<file path="src/rtl/inst_sram_like_responder_pkg.sv">
// Shared encodings and defaults for the SRAM-like bus responder.
// Imported by the top level and by the response queue.
package inst_sram_like_responder_pkg;

   localparam int DATA_W              = 32;
   localparam int TIMER_W             = 4;
   localparam int DEPTH_LOG2_DEF      = 12;
   localparam int MAX_OUTSTANDING_DEF = 2;

   typedef enum logic [1:0] {
      SIZE_BYTE = 2'd0,
      SIZE_HALF = 2'd1,
      SIZE_WORD = 2'd2
   } size_e;

endpackage

</file>
<file path="src/rtl/sram_like_resp_queue.sv">
// In-order response FIFO of {data, timer}.
// Every stored timer counts down each cycle and stops at zero.
module sram_like_resp_queue
   import inst_sram_like_responder_pkg::*;
#(
   parameter int DEPTH = MAX_OUTSTANDING_DEF
) (
   input  logic                         clk,
   input  logic                         resetn,
   input  logic                         push,
   input  logic [DATA_W-1:0]            push_data,
   input  logic [TIMER_W-1:0]           push_timer,
   input  logic                         pop,
   output logic                         head_ready,
   output logic [DATA_W-1:0]            head_data,
   output logic [$clog2(DEPTH+1)-1:0]   count
);

   localparam int PTR_W = (DEPTH > 1) ? $clog2(DEPTH) : 1;
   localparam int CNT_W = $clog2(DEPTH + 1);

   logic [DATA_W-1:0]  data_r  [DEPTH];
   logic [TIMER_W-1:0] timer_r [DEPTH];
   logic [PTR_W-1:0]   wr_ptr_r;
   logic [PTR_W-1:0]   rd_ptr_r;
   logic [CNT_W-1:0]   count_r;

   // Pointers wrap modulo DEPTH, which need not be a power of two.
   function automatic logic [PTR_W-1:0] ptr_next(input logic [PTR_W-1:0] p);
      if (p == PTR_W'(DEPTH - 1)) begin
         return {PTR_W{1'b0}};
      end else begin
         return p + PTR_W'(1);
      end
   endfunction

   // Storage, pointers, occupancy and parallel timer countdown.
   always_ff @(posedge clk or negedge resetn) begin
      if (!resetn) begin
         wr_ptr_r <= {PTR_W{1'b0}};
         rd_ptr_r <= {PTR_W{1'b0}};
         count_r  <= {CNT_W{1'b0}};
         for (int i = 0; i < DEPTH; i++) begin
            data_r[i]  <= {DATA_W{1'b0}};
            timer_r[i] <= {TIMER_W{1'b0}};
         end
      end else begin
         for (int i = 0; i < DEPTH; i++) begin
            if (timer_r[i] != {TIMER_W{1'b0}}) begin
               timer_r[i] <= timer_r[i] - TIMER_W'(1);
            end
         end
         if (push) begin
            data_r[wr_ptr_r]  <= push_data;
            timer_r[wr_ptr_r] <= push_timer;
            wr_ptr_r          <= ptr_next(wr_ptr_r);
         end
         if (pop) begin
            rd_ptr_r <= ptr_next(rd_ptr_r);
         end
         case ({push, pop})
            2'b10:   count_r <= count_r + CNT_W'(1);
            2'b01:   count_r <= count_r - CNT_W'(1);
            default: count_r <= count_r;
         endcase
      end
   end

   assign head_ready = (count_r != {CNT_W{1'b0}}) && (timer_r[rd_ptr_r] == {TIMER_W{1'b0}});
   assign head_data  = data_r[rd_ptr_r];
   assign count      = count_r;

endmodule

</file>
<file path="src/rtl/inst_sram_like_responder.sv">
// Slave end of the SRAM-like bus: accepts requests, drives a 1-cycle RAM,
// and returns in-order responses after a per-request programmable wait.
module inst_sram_like_responder
   import inst_sram_like_responder_pkg::*;
#(
   parameter int DEPTH_LOG2      = DEPTH_LOG2_DEF,
   parameter int MAX_OUTSTANDING = MAX_OUTSTANDING_DEF
) (
   input  logic                  clk,
   input  logic                  resetn,
   input  logic                  req,
   input  logic                  wr,
   input  logic [1:0]            size,
   input  logic [3:0]            wstrb,
   input  logic [31:0]           addr,
   input  logic [DATA_W-1:0]     wdata,
   output logic                  addr_ok,
   output logic                  data_ok,
   output logic [DATA_W-1:0]     rdata,
   input  logic [TIMER_W-1:0]    cfg_delay,
   output logic                  ram_en,
   output logic [3:0]            ram_we,
   output logic [DEPTH_LOG2-1:0] ram_addr,
   output logic [DATA_W-1:0]     ram_wdata,
   input  logic [DATA_W-1:0]     ram_rdata
);

   localparam int CNT_W = $clog2(MAX_OUTSTANDING + 1);

   logic               accept_s;
   logic [CNT_W-1:0]   q_count_s;
   logic [CNT_W-1:0]   count_s;
   logic               head_ready_s;
   logic [DATA_W-1:0]  head_data_s;
   logic [DATA_W-1:0]  push_data_s;
   logic               pend_valid_r;
   logic               pend_wr_r;
   logic [TIMER_W-1:0] pend_delay_r;
   logic               unused_s;

   // The RAM-cycle entry counts as outstanding so the queue can never overflow.
   assign count_s  = q_count_s + CNT_W'(pend_valid_r);
   assign addr_ok  = resetn && (count_s < CNT_W'(MAX_OUTSTANDING));
   assign accept_s = req && addr_ok;

   assign ram_en    = accept_s;
   assign ram_we    = (accept_s && wr) ? wstrb : 4'b0000;
   assign ram_addr  = addr[DEPTH_LOG2+1:2];
   assign ram_wdata = wdata;

   // Remembers the request sitting in the RAM cycle until its data returns.
   always_ff @(posedge clk or negedge resetn) begin
      if (!resetn) begin
         pend_valid_r <= 1'b0;
         pend_wr_r    <= 1'b0;
         pend_delay_r <= {TIMER_W{1'b0}};
      end else begin
         pend_valid_r <= accept_s;
         pend_wr_r    <= wr;
         pend_delay_r <= cfg_delay;
      end
   end

   assign push_data_s = pend_wr_r ? {DATA_W{1'b0}} : ram_rdata;

   sram_like_resp_queue #(
      .DEPTH (MAX_OUTSTANDING)
   ) u_queue (
      .clk        (clk),
      .resetn     (resetn),
      .push       (pend_valid_r),
      .push_data  (push_data_s),
      .push_timer (pend_delay_r),
      .pop        (head_ready_s),
      .head_ready (head_ready_s),
      .head_data  (head_data_s),
      .count      (q_count_s)
   );

   assign data_ok = head_ready_s;
   assign rdata   = head_ready_s ? head_data_s : {DATA_W{1'b0}};

   // Size is informational and the upper/lower address bits are ignored.
   assign unused_s = ^{size, addr[31:DEPTH_LOG2+2], addr[1:0]};

endmodule

</file>
<file path="config.mk">
export PLATFORM = sky130hd
export DESIGN_NAME = inst_sram_like_responder
export DESIGN_NICKNAME = d
export VERILOG_FILES = /design/src/rtl/inst_sram_like_responder_pkg.sv /design/src/rtl/sram_like_resp_queue.sv /design/src/rtl/inst_sram_like_responder.sv
export SDC_FILE = /design/constraint.sdc
export NUM_CORES = 1
export LEC_CHECK = 0
export BUFFER_PORTS_ARGS = -buffer_cell sky130_fd_sc_hd__buf_2
export CAP_MARGIN = 20
export CORE_UTILIZATION = 39
export CTS_CLUSTER_SIZE = 25
export DETAILED_ROUTE_END_ITERATION = 7
export MAX_ROUTING_LAYER = met4
export PLACE_DENSITY_LB_ADDON = 0.1
export SKIP_CTS_REPAIR_TIMING = 1
export SYNTH_ARGS = -nofsm -noshare
export SYNTH_HDL_FRONTEND = slang
export SYNTH_SLANG_ARGS = --single-unit
</file>
<file path="constraint.sdc">
create_clock -name clk -period 2.8 [get_ports clk]
set_input_delay 0 -clock clk [delete_from_list [all_inputs] [get_ports clk]]
set_output_delay 0 -clock clk [all_outputs]
set_load 0.05 [all_outputs]
</file>
# --- After elaboration in Yosys (flattened, before gate mapping) ---
# Cells that the tools add are included.
classes:
  eq_ne: 2
  muxes: 21
  magnitude_cmp: 4
  bitwise_logic: 2
  reduce_logical: 10
  add_sub_neg: 7
op_table:
  columns: ["op", "n"]
  rows:
  - ["$mux W32", 6]
  - ["$bwmux W64", 1]
  - ["$demux W32 S1", 1]
  - ["$mux W4", 7]
  - ["$bwmux W8", 1]
  - ["$mux W8", 1]
  - ["$reduce_bool A4 Y1", 2]
  - ["$sub A4 B1 Y4 const B", 2]
  - ["$logic_and A1 B1 Y1", 5]
  - ["$demux W4 S1", 1]
  - ["$ge A2 B2 Y1 const B", 2]
  - ["$logic_not A4 Y1", 1]
  - ["$not A1 Y2", 2]
  - ["$pmux W2 S2", 1]
  - ["$reduce_bool A2 Y1", 2]
  - ["$add A1 B1 Y1 const B", 2]
  - ["$add A2 B1 Y2", 1]
  - ["$add A2 B1 Y2 const B", 1]
  - ["$eq A2 B1 Y1 const B", 1]
  - ["$eq A2 B2 Y1 const B", 1]
  - ["$lt A2 B1 Y1 const B", 1]
  - ["$lt A2 B2 Y1 const B", 1]
  - ["$mux W1", 2]
  - ["$sub A2 B1 Y2 const B", 1]
totals:
  out_inout_bits: 83
  word_cells: 56
  input_bits: 110
  register_bits: 82

# --- Logic depth before layout (Yosys ltp) ---
depth:
  word_depth: 8
  depth_mapped: 9
  ltp_nobuf: 7

# --- Modules after synthesis ---
# From an unflattened synthesis, not the netlist that was laid out.
hier_totals:
  cells_unflattened: 440
  area_unflattened_um2: 4460.5
by_module_without_submodules:
  columns: ["module", "area_per_inst_um2", "seq_area_each_um2", "cells_each", "n_inst"]
  rows:
  - ["sram_like_resp_queue", 3473.3, 1901.8, 306, 1]
  - ["inst_sram_like_responder", 987.2, 150.1, 134, 1]

# --- Worst setup path after synthesis ---
# Ideal clock, no wire load.
synth_timing:
  path_type: "reg2reg"
  startpoint: "register u_queue.timer_r[2] in the netlist's numbering"
  endpoint: "register u_queue.count_r[1] (netlist: u_queue.count[1])"
  setup_slack_ns: 0.370
  required_time_ns: 2.721
  synth_period_minus_slack_ns: 2.430
  arrival_ns: 2.351
  path_stages_with_launch: 9
  n_path_buf: 2
  setup_ns: 0.079
  cell_sequence: "dfrtp_1 or4_1 or2_1 buf_2 buf_6 mux2i_4 ha_1 nor2_1 xor2_1"
synth_between:
  elab_chain_cells: 7
  word_cells_on_any_way: 9
  classes_between: "eq/ne (2); mux (4); reduce/logical (3)"
synth_rtl:
  columns: ["item", "line_no", "rtl"]
  rows:
  - ["from (decl)", "sram_like_resp_queue.sv:23", "logic [TIMER_W-1:0] timer_r [DEPTH];"]
  - ["from (signal, indexed assignment)", "sram_like_resp_queue.sv:45", "timer_r[i] <= {TIMER_W{1'b0}};"]
  - ["from (signal, indexed assignment)", "sram_like_resp_queue.sv:50", "timer_r[i] <= timer_r[i] - TIMER_W'(1);"]
  - ["from (signal, indexed assignment)", "sram_like_resp_queue.sv:55", "timer_r[wr_ptr_r] <= push_timer;"]
  - ["$mux W4 (implied by the code) * (3 in a row)", "sram_like_resp_queue.sv:69", "assign head_ready = (count_r != {CNT_W{1'b0}}) && (timer_r[rd_ptr_r] == {TIMER_W{1'b0}});"]
  - ["$logic_not A4 Y1 *", "sram_like_resp_queue.sv:69", null]
  - ["$logic_and A1 B1 Y1 *", "sram_like_resp_queue.sv:69", null]
  - ["via data_ok", "inst_sram_like_responder.sv:18", "output logic data_ok,"]
  - ["$eq A2 B1 Y1 or $eq A2 B2 Y1 (tied branches)", "sram_like_resp_queue.sv:61", "case ({push, pop})"]
  - ["$pmux W2 S2 or $reduce_bool A2 Y1 (tied branches)", null, null]
  - ["to (signal assigned)", "sram_like_resp_queue.sv:62", "2'b10: count_r <= count_r + CNT_W'(1);"]
  - ["to (signal assigned)", "sram_like_resp_queue.sv:63", "2'b01: count_r <= count_r - CNT_W'(1);"]
  - ["to (signal assigned)", "sram_like_resp_queue.sv:64", "default: count_r <= count_r;"]
  - ["to (decl)", "sram_like_resp_queue.sv:26", "logic [CNT_W-1:0] count_r;"]
# Mark *: on every way through the listed nets, which the timed path passes. The rest lies on a longest branch. The select of a mux whose other input is x is not followed.
# A chain may end at the register's enable or synchronous reset.

# --- Worst setup path after layout ---
layout_timing:
  startpoint: "register u_queue.timer_r[5] in the netlist's numbering"
  endpoint: "output rdata[0]"
layout_between:
  elab_chain_cells: 6
layout_rtl:
  columns: ["item", "line_no", "rtl"]
  rows:
  - ["$mux W4 (implied by the code) (3 in a row)", "sram_like_resp_queue.sv:69", null]
  - ["$logic_not A4 Y1", "sram_like_resp_queue.sv:69", null]
  - ["$logic_and A1 B1 Y1", "sram_like_resp_queue.sv:69", null]
  - ["$mux W32", "inst_sram_like_responder.sv:81", "assign rdata = head_ready_s ? head_data_s : {DATA_W{1'b0}};"]
  - ["to (decl)", "inst_sram_like_responder.sv:19", "output logic [DATA_W-1:0] rdata,"]
# Every way passes these cells. The select of a mux whose other input is x is not followed.

==> impl_metrics.tcl <==
set metrics [dict create \
    status "finished, violations left" \
    violations "negative hold slack" \
    ys_warn_count 0 \
    cts_buffers 9 \
    grt_pass1_vias 3073 \
    p_total_mw 5.005 \
    die_area_mm2 0.01181 \
    synth_edf_count 0 \
    antenna_found_initial 0 \
    p_leak_nw 2.391 \
    fp-row-count 38 \
    fp.dieH_um 108.7 \
    cap_violations 0 \
    postSynth.asyncResetShare 1.000 \
    routedWlPerCell_um 14.02 \
    drc 0 \
    critPathArrivalTime_ps 2640 \
    setup_violations 0 \
    gp_congestion 0.7134 \
    synth_nets 591 \
    final_common_cell "nand2_1" \
    cts_tree "built" \
    holdCritStartpoint "ram_rdata[28]" \
    cp_max_fo 10 \
    track_usage 0.1741 \
    slowest_stage "or3_2" \
    reg2reg_to "u_queue.count[1]" \
    core-area_mm2 0.01098 \
    cts_max_path_buffers 2 \
    drt_wl_total_um 9562 \
    drv_slew 0 \
    drive_gt1_frac 0.2620 \
    ant_nets 0 \
    clock_latency_ps 340 \
    cts_sinks 82 \
    grt_max_degree 57 \
    rsz0062_at_grt "no" \
    r2r_slack_ps 550 \
    crit_chain "or3_4 > or3_2 > buf_4 > o32ai_1 > buf_2" \
    port_buffers 82 \
    final_cell_mix "nand2_1 (99), buf_2 (81), dfrtp_1 (81)" \
    area_growth_pct 19.46 \
    tightest_slew_ps 620.9 \
    start_util 0.4040 \
    final_hold_viol_count 10 \
    syn_area_per_cell_um2 9.282 \
    place_ws_ps 531.8 \
    final.period_utilization 0.9426 \
    synth_area_mm2 0.004437 \
    yosysSeqAreaShare 0.4625 \
    htree_levels 3 \
    layout.nets 650 \
    finalSetupTns_ps 0 \
    cp_data_required_time_ps 2800 \
    ys.flop_type "dfrtp_1" \
    hpwl_um 6078 \
    hp-class "primary input to register" \
    peakVddDrop_uv 460.1 \
    rr_worst_depth 6 \
    synthesis.instances 478 \
    slowest_delay_ps 610 \
    die_w_um 108.7 \
    relSlewSlack 0.5846 \
    critPathCaptureType "primary output" \
    viasPerCell 4.790 \
    drt_first_pass_iters 4 \
    root_buffer "clkbuf_16" \
    setup.worst_path.start "u_queue.timer_r[5]" \
    synth_cell_types 33 \
    finalClockSkew_ps 8.379 \
    r2r-start "u_queue.timer_r[5]" \
    seq_area_mm2 0.002053 \
    pin_count 193 \
    drt_iter0_markers 142 \
    fin_crit_ps 2639 \
    vias 3267 \
    cts.clk_slew.worst_paths_ps 60 \
    num_antenna_cells 0 \
    synth-seq-cells 82 \
    overflow 0 \
    crit_end "rdata[0]" \
    worst_setup_path_start_kind "register" \
    fill_cells 1070 \
    powerDensity_mw_per_mm2 944.2 \
    utilization 0.4826 \
    setup_slack_ps 160.8 \
    grt_pass1_wl_um 15270 \
    max_clock_freq_mhz 378.9 \
    critPathKind "register to primary output" \
    hold_ws_ps -51.09 \
    multi_input_area_mm2 0.001763 \
]
## synthesized netlist by cell type (2+ instances only)
cell,instances,area [um^2]
and3_1,5,31.28
xnor2_1,4,35.03
nor2_1,11,41.29
buf_6,5,56.30
o22ai_1,3,18.77
o21ai_0,65,325.3
clkbuf_1,24,90.09
buf_4,46,345.3
dfrtp_1,82,2052
ha_1,3,37.54
or3_1,2,12.51
mux2_2,4,45.04
nand2_1,100,375.4
nand2b_1,36,225.2
a21oi_1,8,40.04
xor2_1,2,17.52
and2_1,2,12.51
inv_1,34,127.6
o32ai_2,25,406.6
o32ai_1,4,35.03
## layout make-up
class,instances,share of cell area
clock inverter,5,0.01936
timing repair buffer,125,0.1596
clock buffer,11,0.04391
tap,140,0.03305
sequential,82,0.3874
multi-input combinational,285,0.3326
inverter,34,0.02408
## critical path: cells and delay by family (launching register included)
| family | cells | cell delay [ps] |
|---|---|---|
| buf+inv | 2 | 590 |
| flops | 1 | 370 |
| simple gates | 2 | 1000 |
| compound gates | 1 | 330 |
## cells by family (layout without fill, tap and decap cells)
group | count (synthesis) | in the layout | synth area share
multiplexers | 6 | 6 | 0.01748
adder cells (fa/ha/maj) | 3 | 3 | 0.008461
flip-flops | 82 | 82 | 0.4625
AND/OR/NAND/NOR | 162 | 162 | 0.1678
AO/OA/AOI/OAI | 108 | 108 | 0.1904
XOR/XNOR | 6 | 6 | 0.01184
buffers and inverters | 111 | 175 | 0.1416
## state kept, by name, indices dropped and copies added (netlist names)
| register | cells |
|---|---|
| u_queue.data_r | 64 |
| u_queue.timer_r | 8 |
| pend_delay_r | 4 |
| u_queue.count | 2 |
| pend_valid_r | 1 |
| pend_wr_r | 1 |
| u_queue.rd_ptr_r | 1 |
| u_queue.wr_ptr_r | 1 |
## metal layers
layer  global-route usage  wire length, um  up-vias
li1                     -                -     1650
met1               0.2203             4543     1506
met2               0.2708             4364       96
met3              0.03527              470       15
met4              0.07529              182        0
met5                    -                0        -
## power by group
group          total (mW)  internal (mW)  switching (mW)
Combinational        1.69          0.637            1.05
Sequential           1.98           1.67           0.304
Clock                1.34          0.870           0.466
## how the worst min path moves through the flow
stage	to	cells after the start	slack [ps]
finish	u_queue.data_r[60]	3	-50
global route	ram_wdata[4]	0	0.08
detailed placement	ram_addr[0]	0	0.3
floorplan	pend_delay_r[0]	0	-300
global placement	ram_addr[0]	0	0.3
CTS	u_queue.data_r[58]	1	-360
## through the flow
stage / hold WS (ps) / cell area (um^2) / instances
3_3_place_gp: 0.3409 / 4624 / 632
3_5_place_dp: 0.3409 / 4624 / 632
5_1_grt: 0.08062 / 5300 / 682
2_1_floorplan: -295.6 / 4437 / 478
6_report: -51.09 / 5300 / 682
4_1_cts: -358.4 / 4960 / 648
Note: power is estimated with default switching activity, not from simulation.
